## src/rtl/auth_pwr_seq.sv

```systemverilog
// Rider authorization and power sequencer: decodes G/S command bytes, filters rider_off, drives pwr_up/ss_clr.
// Latency: byte consumed in cycle N -> state_o/pwr_up/ss_clr/clr_rx_rdy updated in cycle N+1.
// Backpressure: none; each flagged byte is acked with a one-cycle clr_rx_rdy and never re-consumed during the ack.
module auth_pwr_seq #(
  parameter logic [7:0]  CMD_GO   = 8'h47,
  parameter logic [7:0]  CMD_STOP = 8'h53,
  parameter logic [15:0] OFF_FILT = 16'd50000
) (
  input  logic       clk,
  input  logic       rst,
  input  logic       rx_rdy,
  input  logic [7:0] rx_data,
  output logic       clr_rx_rdy,
  input  logic       rider_off,
  output logic       pwr_up,
  output logic       ss_clr,
  output logic [1:0] state_o,
  output logic [7:0] bad_cmd_cnt
);

  typedef enum logic [1:0] {
    OFF  = 2'b00,
    PWR1 = 2'b01,
    PWR2 = 2'b10
  } state_t;

  state_t      state;
  state_t      state_nxt;
  logic        ss_clr_nxt;

  logic        rider_off_s1;
  logic        rider_off_s2;
  logic [15:0] off_cnt;
  logic [15:0] off_cnt_nxt;
  logic        off_q;

  logic        consumed;
  logic        go;
  logic        stop;
  logic        bad;

  // A byte is taken only when it was not already acked last cycle.
  assign consumed = rx_rdy && !clr_rx_rdy;
  assign go       = consumed && (rx_data == CMD_GO);
  assign stop     = consumed && (rx_data == CMD_STOP);
  assign bad      = consumed && !go && !stop;

  // Two-flop synchronizer for the raw rider-absent flag.
  always_ff @(posedge clk) begin
    if (rst) begin
      rider_off_s1 <= 1'b0;
      rider_off_s2 <= 1'b0;
    end else begin
      rider_off_s1 <= rider_off;
      rider_off_s2 <= rider_off_s1;
    end
  end

  // Next filter count: saturating run length of the synced flag.
  always_comb begin
    off_cnt_nxt = off_cnt;
    if (!rider_off_s2) begin
      off_cnt_nxt = 16'd0;
    end else if (off_cnt != OFF_FILT) begin
      off_cnt_nxt = off_cnt + 16'd1;
    end
  end

  // Filter registers; off_q tracks the count so it is high exactly when the count is saturated.
  always_ff @(posedge clk) begin
    if (rst) begin
      off_cnt <= 16'd0;
      off_q   <= 1'b0;
    end else begin
      off_cnt <= off_cnt_nxt;
      off_q   <= (off_cnt_nxt == OFF_FILT);
    end
  end

  // Byte acknowledge pulse and saturating rejected-byte counter.
  always_ff @(posedge clk) begin
    if (rst) begin
      clr_rx_rdy  <= 1'b0;
      bad_cmd_cnt <= 8'd0;
    end else begin
      clr_rx_rdy <= consumed;
      if (bad && (bad_cmd_cnt != 8'hFF)) begin
        bad_cmd_cnt <= bad_cmd_cnt + 8'd1;
      end
    end
  end

  // Next-state decode; stop is judged against the registered off_q of this cycle.
  always_comb begin
    state_nxt  = state;
    ss_clr_nxt = 1'b0;
    case (state)
      OFF: begin
        if (go) begin
          state_nxt  = PWR1;
          ss_clr_nxt = 1'b1;
        end
      end
      PWR1: begin
        if (stop) begin
          state_nxt = off_q ? OFF : PWR2;
        end
      end
      PWR2: begin
        if (off_q) begin
          state_nxt = OFF;
        end else if (go) begin
          state_nxt = PWR1;
        end
      end
      default: state_nxt = OFF;
    endcase
  end

  // State register with registered power enable and soft-start clear.
  always_ff @(posedge clk) begin
    if (rst) begin
      state  <= OFF;
      pwr_up <= 1'b0;
      ss_clr <= 1'b0;
    end else begin
      state  <= state_nxt;
      pwr_up <= (state_nxt != OFF);
      ss_clr <= ss_clr_nxt;
    end
  end

  assign state_o = state;

endmodule

```

## config.mk

```make
export PLATFORM = sky130hd
export DESIGN_NAME = auth_pwr_seq
export DESIGN_NICKNAME = d
export VERILOG_FILES = /design/src/rtl/auth_pwr_seq.sv
export SDC_FILE = /design/constraint.sdc
export NUM_CORES = 1
export LEC_CHECK = 0
export BUFFER_PORTS_ARGS = -buffer_cell sky130_fd_sc_hd__clkbuf_2
export CORE_ASPECT_RATIO = 1.25
export CORE_MARGIN = 1
export CORE_UTILIZATION = 50
export DETAILED_ROUTE_END_ITERATION = 8
export HOLD_SLACK_MARGIN = 0.12
export PLACE_DENSITY = 0.83
export SYNTH_ARGS = -nofsm -noshare
export SYNTH_HDL_FRONTEND = slang
export SYNTH_SLANG_ARGS = --single-unit
```

## constraint.sdc

```tcl
create_clock -name clk -period 2.1 [get_ports clk]
set_clock_uncertainty 0.2 [all_clocks]
set_input_delay 0.105 -clock clk [delete_from_list [all_inputs] [get_ports clk]]
set_output_delay 0.105 -clock clk [all_outputs]
set_load 0.05 [all_outputs]
```

# Word-level counts from Yosys, hierarchy flattened
# Cells that the tools add are included.
[op_classes]
eq_ne = 7
n_addsub = 2
bitwise = 1
n_reduce_logical = 12
muxes = 8
[op_table]
columns = ["operator", "count"]
rows = [
  ["16-bit 2-to-1 mux", 2],
  ["16-bit by 1-bit adder with 16-bit output (second input constant)", 1],
  ["16-bit equality test (second input constant)", 1],
  ["8-bit by 7-bit equality test with 1-bit output (second input constant)", 2],
  ["16-bit != test (second input constant)", 1],
  ["8-bit by 1-bit adder with 8-bit output (second input constant)", 1],
  ["2-bit 2-to-1 mux", 4],
  ["8-bit != test (second input constant)", 1],
  ["1-bit logical AND", 6],
  ["2-bit one-hot mux with 3 select lines", 1],
  ["1-bit logical NOT", 3],
  ["2-bit by 1-bit equality test with 1-bit output (second input constant)", 1],
  ["2-bit equality test (second input constant)", 1],
  ["2-bit logical NOT", 1],
  ["2-bit nonzero test", 1],
  ["2-bit OR reduction", 1],
  ["1-bit 2-to-1 mux", 1],
  ["1-bit NOT", 1],
]
[totals]
register_bits = 32
input_bits = 12
word_cells = 39
output_inout_bits = 13

# Longest topological paths before layout
[depth]
depth_word = 7
depth_mapped = 7

# Worst setup path before layout
# OpenSTA, ideal clock, no wires.
[synth_path]
kind = "reg-to-reg"
startpoint = "reg bad_cmd_cnt[2]"
endpoint = "reg bad_cmd_cnt[7]"
setup_ns = 0.123
slack_ns = -0.019
stages_incl_launch_ff = 5
required_ns = 1.777
t_arrival_ns = 1.796
synth_period_minus_slack_ns = 2.119
path_cell_list = "dfxtp_1 and4_1 nand2_1 or3_1 mux2_1"
[synth_via]
elab_chain_len = 2
[synth_lines]
columns = ["item", "line_no", "rtl"]
rows = [
  ["start: declaration", "18", "output logic [7:0] bad_cmd_cnt"],
  ["start signal: assignment", "88", "bad_cmd_cnt <= bad_cmd_cnt + 8'd1;"],
  ["parallel branches: the longest is 2 deep, another holds 8-bit by 1-bit adder with 8-bit output", "-", ""],
]
# Parallel ways; which one is timed is not known.
# A chain may end at the register's enable or synchronous reset.

# Worst setup path after layout
[layout_path]
startpoint = "in rx_rdy"
endpoint = "reg ss_clr"
[layout_via]
elab_chain_len = 3
[layout_lines]
columns = ["item", "line_no", "rtl"]
rows = [
  ["start: declaration", "11", "input logic rx_rdy,"],
  ["1-bit logical AND", "43", "assign consumed = rx_rdy && !clr_rx_rdy;"],
  ["1-bit logical AND", "44", "assign go = consumed && (rx_data == CMD_GO);"],
  ["1-bit 2-to-1 mux", "99", "if (go) begin"],
  ["end signal: assignment", "129", "ss_clr <= ss_clr_nxt;"],
  ["end: declaration", "16", "output logic ss_clr,"],
]
# No other way between the ends.

==> results.txt <==
clock root cell: clkbuf_8
clock tree sinks: 32
Top Layer Used: met4
DRC: 0
Worst-path clk slew: 60 ps
final cell count without fillers: 265
Synth Warn #: 0
Worst Setup End Kind: register
setup TNS: 0 ps
largest net degree at the start of global routing: 18
clk buf depth: 2
Area growth syn-to-layout: 21.9%
initial antenna violation count: 0
Placed Cells incl. Taps: 250
sequential share of the synthesized area: 38.4%
crit path launch: rx_rdy
setup ws final: 86.4 ps
crit path max fanout: 3
max_slew headroom: 76.6%
Post-synth top flop: dfxtp_1
Storage cell area: 648 sq um
io pins: 25
core area: 3190 sq um
LEAKAGE: 0.000792 uW
Routed met3 length: 138 um
worst skew pair latency: 290 ps
wire length on met2: 1760 um
number of global-route vias before repair: 1,337
Finished Core Util: 63.7%
die area: 3580 sq um
fin nets: 242
Worst Max-Slew Pin Slew: 348 ps
ANT cells: 0
arrival time worst endpoint: 2030 ps
ys async rst share: 0%
CTS tree: done
Critical Path Source Type: input port
outcome: finished, final reports clean
# setup viols final: 0
RSZ-0062 raised after global routing: no
vias: 1,484
layout cells sized above 1: 24.1%
EDFF count, synth: 0
Hold Startpoint: rx_data[7]
Hold Path Class: input port to register
Max Cap Violations: 0
final WL: 3570 um
GRT overflow: 0
htree depth: 2
DR pass1 iterations: 4
first-pass GRT wire length: 5470 um
area of the multi-input gates: 995 sq um
worst vdd ir: 0.000511 V
initial core utilization: 52.3%
Synth Cell Area: 1670 sq um
fin crit share: 95.9%
Die Width: 53.7 um
DP HPWL: 2360 um
Mapped Nets: 208
routed len/inst: 13.5 um
routability cong.: 0.842
number of synthesized register bits: 32
most common cell after layout, fill and taps aside: nor2_1
Final ANT Viol Nets: 0
synth unique cells: 40
worst r2r src: off_cnt[0]
IO Port Bufs: 24
final hold slack: 214 ps
Final Hold Violating Endpoints: 0
commonest non-fill, non-tap cells in the layout: nor2_1, dfxtp_1, clkbuf_2
met1 wire length: 1560 um
Setup CP Type: input port to register
Die Span Y: 66.6 um
syn_area_per_cell: 8.65 sq um
pwr dens: 589 nW/um^2
Site Rows: 23
Final min period: 2010 ps
CTS buffer count: 5
Filler Cells Inserted: 262
Slew Viols, Final: 0
CP required: 2110 ps
DR vias/cell: 5.60
post-CTS setup buffers: 0
pre-CTS WS: 69.9 ps
1st-iter DRT viols: 35
Global Route Usage Sum: 21.4%
Peak Freq: 0.497 GHz
post-synthesis cell count: 193
[final timing paths]
check	to	slack [ps]	cells past startpoint
worst max-delay path	ss_clr	90	7
worst min-delay path	pwr_up	210	6
worst max register to register	off_q	110	8
worst min register to register	rider_off_s2	270	1
[cell usage after synthesis, drive strengths merged, types with 3 or more instances]
cell | instances | area [sq um]
a21oi | 4 | 20.0
and3 | 3 | 18.8
and4 | 3 | 26.3
and4bb | 3 | 37.5
buf | 4 | 20.0
clkbuf | 6 | 23.8
dfxtp | 32 | 641
ha | 3 | 37.5
inv | 5 | 18.8
mux2i | 4 | 40.0
nand2 | 13 | 48.8
nand2b | 9 | 56.3
nand3 | 9 | 45.0
nand4 | 7 | 43.8
nor2 | 27 | 101
nor2b | 6 | 37.5
nor3 | 5 | 25.0
nor4 | 4 | 25.0
o2111ai | 3 | 26.3
o21ai | 4 | 23.8
xnor2 | 9 | 78.8
xor2 | 12 | 105
[what timing repair did]
| action | CTS | global route |
|---|---|---|
| gates resized for setup | 0 | 10 |
| hold buffers | 7 | 0 |
| endpoints found under the hold margin | 13 | 0 |
| endpoints found under the setup margin | 0 | 2 |
[flip-flops by register name, summed over array words and instances, names as in the netlist]
| register | flops |
|---|---|
| rider_off_s1 | 1 |
| clr_rx_rdy | 1 |
| ss_clr | 1 |
| rider_off_s2 | 1 |
| pwr_up | 1 |
| state_o | 2 |
| off_q | 1 |
| off_cnt | 16 |
| bad_cmd_cnt | 8 |
[area by class of cell]
type	instances	share of cell area [%]
multi-input combinational	146	48.9
clock inverter	2	0.492
clock buffer	6	4.06
sequential	32	31.8
inverter	5	0.922
timing repair buffer	37	11.6
tap	37	2.27
[routing by layer]
metal / global-route usage [%] / up-vias
li1: - / 737
met1: 22.9 / 696
met2: 35.0 / 41
met3: 6.85 / 10
met4: 13.8 / 0
met5: 0 / -
[kinds of logic (layout without fill, tap and decap cells)]
logic type	Yosys count	after routing	share of synthesized area, %
mux	5	5	3.07
buf+inv	15	50	3.75
xor+xnor	21	21	11.0
flops	32	32	38.4
compound gates	22	22	10.9
simple gates	95	95	30.7
fa+ha+maj	3	3	2.25
[worst max-delay path, stage by stage]
cell and delay (ps):
dlygate4sd3_1 530, clkbuf_2 120, nand2b_1 120, nor4_4 310, nand2b_1 130, dlygate4sd3_1 580
nor3_1 120
[metrics by stage]
stage | power [uW] | area [sq um]
detailed placement | 711 | 1840
CTS | 1210 | 2000
global placement | 709 | 1840
global route | 1250 | 2040
finish | 1200 | 2040
floorplan | 685 | 1670
[report_power, final]
part           switching (uW)  internal, uW  total (uW)
Combinational            51.4          36.0        87.4
Sequential               7.51           615         622
Clock                     228           261         489
Total                     287           912        1200
Power figures use the tool's default switching activity.
